<file path="src/rtl/button_conditioner_pkg.sv">
// Shared game timing constants and the button-channel state encoding.
// Defaults assume the 25 MHz pixel clock.
package button_conditioner_pkg;

    localparam int unsigned CLK_HZ                  = 25_000_000;
    localparam int unsigned DEFAULT_DEBOUNCE_CYCLES = 250_000;     // 10 ms
    localparam int unsigned DEFAULT_HOLD_CYCLES     = 25_000_000;  // 1 s

    localparam logic [1:0] ST_IDLE         = 2'd0;
    localparam logic [1:0] ST_PRESS_WAIT   = 2'd1;
    localparam logic [1:0] ST_PRESSED      = 2'd2;
    localparam logic [1:0] ST_RELEASE_WAIT = 2'd3;

    typedef enum logic [1:0] {
        IDLE         = ST_IDLE,
        PRESS_WAIT   = ST_PRESS_WAIT,
        PRESSED      = ST_PRESSED,
        RELEASE_WAIT = ST_RELEASE_WAIT
    } btn_state_e;

    // Per-channel registered output set.
    typedef struct packed {
        logic level;
        logic press;
        logic rel;
        logic lng;
    } btn_event_t;

endpackage

</file>
<file path="src/rtl/button_conditioner_channel.sv">
// One button: 2-flop synchronizer, debounce FSM, and hold timer.
// Produces a clean level plus press/release/long-hold pulses.
module debounce_channel
    import button_conditioner_pkg::*;
#(
    parameter int unsigned DEBOUNCE_CYCLES = DEFAULT_DEBOUNCE_CYCLES,
    parameter int unsigned HOLD_CYCLES     = DEFAULT_HOLD_CYCLES,
    parameter bit          ACTIVE_LOW      = 1'b1
) (
    input  logic clk,
    input  logic sys_rst,
    input  logic btn_raw,
    output logic btn_level,
    output logic btn_press,
    output logic btn_release,
    output logic btn_long
);

    localparam int unsigned DB_W   = $clog2(DEBOUNCE_CYCLES + 1);
    localparam int unsigned HOLD_W = $clog2(HOLD_CYCLES + 1);

    localparam logic              IDLE_PIN  = ACTIVE_LOW;
    localparam logic [DB_W-1:0]   DB_LAST   = DB_W'(DEBOUNCE_CYCLES - 1);
    localparam logic [HOLD_W-1:0] HOLD_MAX  = HOLD_W'(HOLD_CYCLES);
    localparam logic [HOLD_W-1:0] HOLD_LAST = HOLD_W'(HOLD_CYCLES - 1);

    logic [1:0]        sync_q;
    logic              sample;
    btn_state_e        state_q, state_d;
    logic [DB_W-1:0]   db_cnt_q, db_cnt_d;
    logic [HOLD_W-1:0] hold_cnt_q, hold_cnt_d;
    btn_event_t        evt_q, evt_d;

    // Synchronizer idles at the released pin level so reset never looks like a press.
    always_ff @(posedge clk) begin
        if (sys_rst) begin
            sync_q <= {2{IDLE_PIN}};
        end else begin
            sync_q <= {sync_q[0], btn_raw};
        end
    end

    assign sample = sync_q[1] ^ IDLE_PIN;

    always_ff @(posedge clk) begin
        if (sys_rst) begin
            state_q    <= IDLE;
            db_cnt_q   <= '0;
            hold_cnt_q <= '0;
            evt_q      <= '0;
        end else begin
            state_q    <= state_d;
            db_cnt_q   <= db_cnt_d;
            hold_cnt_q <= hold_cnt_d;
            evt_q      <= evt_d;
        end
    end

    always_comb begin
        state_d    = state_q;
        db_cnt_d   = db_cnt_q;
        hold_cnt_d = hold_cnt_q;
        evt_d      = '0;

        unique case (state_q)
            IDLE: begin
                if (sample) begin
                    state_d  = PRESS_WAIT;
                    db_cnt_d = '0;
                end
            end
            PRESS_WAIT: begin
                if (!sample) begin
                    state_d = IDLE;
                end else if (db_cnt_q == DB_LAST) begin
                    state_d     = PRESSED;
                    hold_cnt_d  = '0;
                    evt_d.press = 1'b1;
                end else begin
                    db_cnt_d = db_cnt_q + DB_W'(1);
                end
            end
            PRESSED: begin
                if (!sample) begin
                    state_d  = RELEASE_WAIT;
                    db_cnt_d = '0;
                end
            end
            RELEASE_WAIT: begin
                // A return to pressed is a bounce: keep the hold timer running.
                if (sample) begin
                    state_d = PRESSED;
                end else if (db_cnt_q == DB_LAST) begin
                    state_d   = IDLE;
                    evt_d.rel = 1'b1;
                end else begin
                    db_cnt_d = db_cnt_q + DB_W'(1);
                end
            end
            default: state_d = IDLE;
        endcase

        // Saturating hold timer; the pulse fires only on the step into saturation.
        if (state_q == PRESSED || state_q == RELEASE_WAIT) begin
            if (hold_cnt_q != HOLD_MAX) begin
                hold_cnt_d = hold_cnt_q + HOLD_W'(1);
            end
            evt_d.lng = (hold_cnt_q == HOLD_LAST);
        end

        evt_d.level = (state_d == PRESSED) || (state_d == RELEASE_WAIT);
    end

    assign btn_level   = evt_q.level;
    assign btn_press   = evt_q.press;
    assign btn_release = evt_q.rel;
    assign btn_long    = evt_q.lng;

endmodule

</file>
<file path="src/rtl/button_conditioner.sv">
// Push-button front end: one independent debounce channel per raw pin.
module button_conditioner
    import button_conditioner_pkg::*;
#(
    parameter int unsigned NUM_BUTTONS     = 2,
    parameter int unsigned DEBOUNCE_CYCLES = DEFAULT_DEBOUNCE_CYCLES,
    parameter int unsigned HOLD_CYCLES     = DEFAULT_HOLD_CYCLES,
    parameter bit          ACTIVE_LOW      = 1'b1
) (
    input  logic                   clk,
    input  logic                   sys_rst,
    input  logic [NUM_BUTTONS-1:0] btn_raw,
    output logic [NUM_BUTTONS-1:0] btn_level,
    output logic [NUM_BUTTONS-1:0] btn_press,
    output logic [NUM_BUTTONS-1:0] btn_release,
    output logic [NUM_BUTTONS-1:0] btn_long
);

    for (genvar gi = 0; gi < NUM_BUTTONS; gi++) begin : g_chan
        debounce_channel #(
            .DEBOUNCE_CYCLES (DEBOUNCE_CYCLES),
            .HOLD_CYCLES     (HOLD_CYCLES),
            .ACTIVE_LOW      (ACTIVE_LOW)
        ) u_chan (
            .clk         (clk),
            .sys_rst     (sys_rst),
            .btn_raw     (btn_raw[gi]),
            .btn_level   (btn_level[gi]),
            .btn_press   (btn_press[gi]),
            .btn_release (btn_release[gi]),
            .btn_long    (btn_long[gi])
        );
    end

endmodule
</file>
<file path="config.mk">
export PLATFORM = sky130hd
export DESIGN_NAME = button_conditioner
export DESIGN_NICKNAME = d
export VERILOG_FILES = /design/src/rtl/button_conditioner_pkg.sv /design/src/rtl/button_conditioner_channel.sv /design/src/rtl/button_conditioner.sv
export SDC_FILE = /design/constraint.sdc
export NUM_CORES = 1
export LEC_CHECK = 0
export CAP_MARGIN = 10
export CORE_MARGIN = 4
export CORE_UTILIZATION = 45
export CTS_BUF_LIST = sky130_fd_sc_hd__clkbuf_8
export DETAILED_ROUTE_END_ITERATION = 16
export SETUP_SLACK_MARGIN = 0.05
export SYNTH_ARGS = -nofsm -noshare
export SYNTH_HDL_FRONTEND = slang
export SYNTH_SLANG_ARGS = --single-unit
</file>
<file path="constraint.sdc">
create_clock -name clk -period 2.6 [get_ports clk]
set_input_delay 0.26 -clock clk [delete_from_list [all_inputs] [get_ports clk]]
set_output_delay 0.26 -clock clk [all_outputs]
set_load 0.01 [all_outputs]
</file>
==> results by group <==
Logic synthesis
  – Area leader, netlist: dfxtp_1
  – Synth Area in Simple Gates: 0.3134
  – Mapped Avg Cell Area: 8.425 um2
  – Largest family of logic cells by synthesized area: simple AND/OR/NAND/NOR gates
  – Main area contributors after synthesis: dfxtp_1 (41%), nand3_1 (4.4%), nor2_1 (4.1%)
  – Post-synthesis compound-gate area fraction: 0.1540
  – Post-synth EDFFs: 0
  – Mapped Area: 4971 um2
  – Syn nets: 600
  – Synth Instances: 590
  – Seq cells post-synth: 102
  – Async SR Flop Fraction: 0
  – Synth cell types: 50
  – Commonest register cell after synthesis: dfxtp_1
  – Synth warn: 0
  – Synth top area share: 0.4108
  – Post-Synth Adder-Cell Area: 0.01510
  – Post-synthesis mux area share: 0.008306
  – Register area share after synthesis: 0.4108
  – Xor/xnor share of the synthesized area: 0.05814

Setup path
  – Crit path DAT: 2580 ps
  – Max stage delay cell, worst path: or4_4
  – FF-to-FF setup slack: ~300 ps
  – CP startpoint kind: flip-flop
  – Cells along the critical path: or4b_1, or4_4, o21ai_0, or3b_2, a21oi_1
  – RR Startpoint: g_chan[1].u_chan.db_cnt_q[5]$_SDFFE_PP0P_
  – CP delay by family, top: simple AND/OR/NAND/NOR gates
  – Levels on crit path: 5
  – Depth of the worst register-to-register path: 5
  – Largest stage delay, worst path: 640 ps
  – Worst Setup SP: g_chan[1].u_chan.db_cnt_q[5]$_SDFFE_PP0P_
  – Critical path type: flip-flop to flip-flop
  – Crit path to: g_chan[1].u_chan.db_cnt_q[0]$_SDFFE_PP0P_
  – Data required, critical path: 2880 ps
  – Crit path buf inv count: 0
  – CP Capture Type: flip-flop
  – RR Endpoint: g_chan[1].u_chan.db_cnt_q[0]$_SDFFE_PP0P_
  – Worst Path Max Fanout: 10

Layout
  – # nets final: 616
  – Ant diodes: 0
  – Share of cells above drive strength 1: 0.09165
  – Most common cell after layout, fill and taps aside: dfxtp_1
  – Multi-input logic area: 2733 um2
  – Area growth, synth to finish: 11.30%
  – Reg area: 2042 um2
  – Commonest cells after routing, fill and taps aside: dfxtp_1 (102), nor2_1 (54), nand3_1 (44)
  – Fill cells: 1066
  – Post-layout util: 0.5104

Detailed routing
  – Initial DRC count: 229
  – First-pass DRT Iterations: 4
  – ANT nets after route: 0
  – WL/cell: 14.79 um
  – Routed wire length: 11110 um
  – Vias per cell: around 5.8
  – Post-route DRC: 0
  – Vias: 4353

Global route
  – Largest net degree at the start of global routing: 17
  – Initial antenna violation count: 0
  – First-pass GRT wire length: a little under 20000 um
  – Number of global-route vias before repair: 4219
  – GRT Resource Usage Total: 0.1848
  – Grt ovf: 0

Clocking
  – H-tree levels: 3
  – Worst skew pair latency: approximately 380 ps
  – CTS clk-pin slew, worst paths: 100 ps
  – Clk buf depth: 2
  – CTS root buf: clkbuf_8
  – Sink Count: about 100
  – Total CTS buffers: 9
  – CTS tree: done

STA
  – Final Hold Fails: 0
  – Setup Viol. Count Final: 0
  – RSZ-0062 raised after global routing: false
  – FMAX: 434.7 MHz
  – Minimum clock period: 2300 ps
  – Final slew viol count: 0
  – Clk_skew: 10.15 ps
  – Period utilisation layout: 0.8847
  – Relative slew margins: 0.6117
  – TNS Setup: 0 ps
  – Least-Margin Pin Slew: 578.5 ps

Pwr
  – Leakage: 1.846 nW
  – Power Density: 514.7 nW/um2
  – VDD IR max: 0.4282 mV

Outcome
  – Status: completed

Floorplanning
  – Die area: around 13000 um2
  – Die Width: about 110 um
  – Height of the die: 113.1 um
  – Initial core utilization: 0.4586
  – Rows: 38
  – Core Region: 10840 um2
  – Top Ports: 12

Hold path
  – HP Class: flip-flop to flip-flop

Placed design
  – DP HPWL: 7848 um
  – Port bufs: 11
  – GP Congestion: 0.8312

Job
  – Maximum Capacitance Violations: 0
==> Yosys cell counts (3+ instances only) <==
| library cell | number |
|---|---|
| xnor2_1 | 14 |
| nand2_1 | 40 |
| nor4bb_1 | 4 |
| and4_1 | 9 |
| o21a_1 | 4 |
| or4_1 | 16 |
| a21oi_1 | 38 |
| xor2_1 | 19 |
| a21o_1 | 3 |
| buf_4 | 9 |
| clkbuf_1 | 14 |
| or2_2 | 10 |
| buf_2 | 4 |
| and3_1 | 16 |
| and2_1 | 5 |
| mux2i_1 | 3 |
| ha_1 | 6 |
| a211o_1 | 5 |
| dfxtp_1 | 102 |
| nor2_1 | 54 |
| o21ai_1 | 5 |
| o211ai_1 | 10 |
| inv_1 | 13 |
| o31ai_1 | 6 |
| o21ai_0 | 27 |
| nand4_1 | 29 |
| nor3_1 | 17 |
| nand4b_1 | 3 |
| nand3_1 | 44 |
| nor4_1 | 10 |
| o2111ai_1 | 7 |
| or3_1 | 20 |
==> kinds of logic after synthesis <==
family	after synthesis
xor gates and xnor gates	33
AOI/OAI and AO/OA	119
DFF	102
buffers and inverters	41
adders and majority gates	6
muxes	4
and+or+nand+nor	285
==> routing by layer <==
| layer | vias to the layer above | track usage | routed length (um) |
|---|---|---|---|
| li1 | 2220 | - | - |
| met1 | 2056 | 0.2397 | 5289 |
| met2 | 69 | 0.3021 | 5344 |
| met3 | 8 | 0.04813 | 381 |
| met4 | 0 | 0.05769 | 95 |
| met5 | - | 0 | 0 |
==> metrics by stage <==
stage               hold WS, ps  worst slack (ps)  cell area [um2]  power (mW)  std cells
floorplan                 363.8             388.6             4971       1.643        590
global placement          391.1             227.5             5263       1.670        734
detailed placement        392.3             133.1             5263       1.670        734
CTS                       405.2             110.5             5509       2.891        750
global route              400.5             180.6             5533       2.950        751
finish                    415.1             299.8             5533       2.848        751
==> registers in the layout, summed over array words and instances, names as in the netlist <==
| name | flops |
|---|---|
| g_chan.u_chan.state_q | 4 |
| g_chan.u_chan.btn_long | 2 |
| g_chan.u_chan.hold_cnt_q | 50 |
| g_chan.u_chan.btn_press | 2 |
| g_chan.u_chan.sync_q | 4 |
| g_chan.u_chan.btn_release | 2 |
| g_chan.u_chan.db_cnt_q | 36 |
| g_chan.u_chan.btn_level | 2 |
==> worst min-delay path by stage <==
| stage | depth (start not counted) | end | slack [ps] | startpoint |
|---|---|---|---|---|
| floorplan | 1 | g_chan[0].u_chan.sync_q[0]$_SDFF_PP1_ | 360 | btn_raw[0] |
| global placement | 1 | g_chan[1].u_chan.sync_q[1]$_SDFF_PP1_ | 390 | g_chan[1].u_chan.sync_q[0]$_SDFF_PP1_ |
| detailed placement | 1 | g_chan[0].u_chan.sync_q[1]$_SDFF_PP1_ | 390 | g_chan[0].u_chan.sync_q[0]$_SDFF_PP1_ |
| CTS | 2 | g_chan[0].u_chan.sync_q[0]$_SDFF_PP1_ | 410 | btn_raw[0] |
| global route | 2 | g_chan[0].u_chan.sync_q[0]$_SDFF_PP1_ | 400 | btn_raw[0] |
| finish | 1 | g_chan[0].u_chan.sync_q[1]$_SDFF_PP1_ | 420 | g_chan[0].u_chan.sync_q[0]$_SDFF_PP1_ |
==> what timing repair did <==
action	4_1_cts	5_1_grt
endpoints found under the setup margin	0	8
buffers inserted	0	1
resized for setup	0	1
hold buffers	0	0
==> where the power goes <==
part	internal, mW	switching (mW)	total, mW
logic	0.0214	0.0417	0.0630
clock network	0.664	0.551	1.22
registers	1.57	0.00426	1.57
total	2.25	0.597	2.85
==> area by class of cell <==
| cell class | instances | area share |
|---|---|---|
| repair buffers | 33 | 0.05201 |
| inverters | 13 | 0.008820 |
| well taps | 140 | 0.03166 |
| flip-flops and latches | 102 | 0.3691 |
| clock inverters | 6 | 0.01967 |
| multi-input cells | 447 | 0.4939 |
| clock buffers | 10 | 0.02488 |
Note: power is estimated with default switching activity, not from simulation.
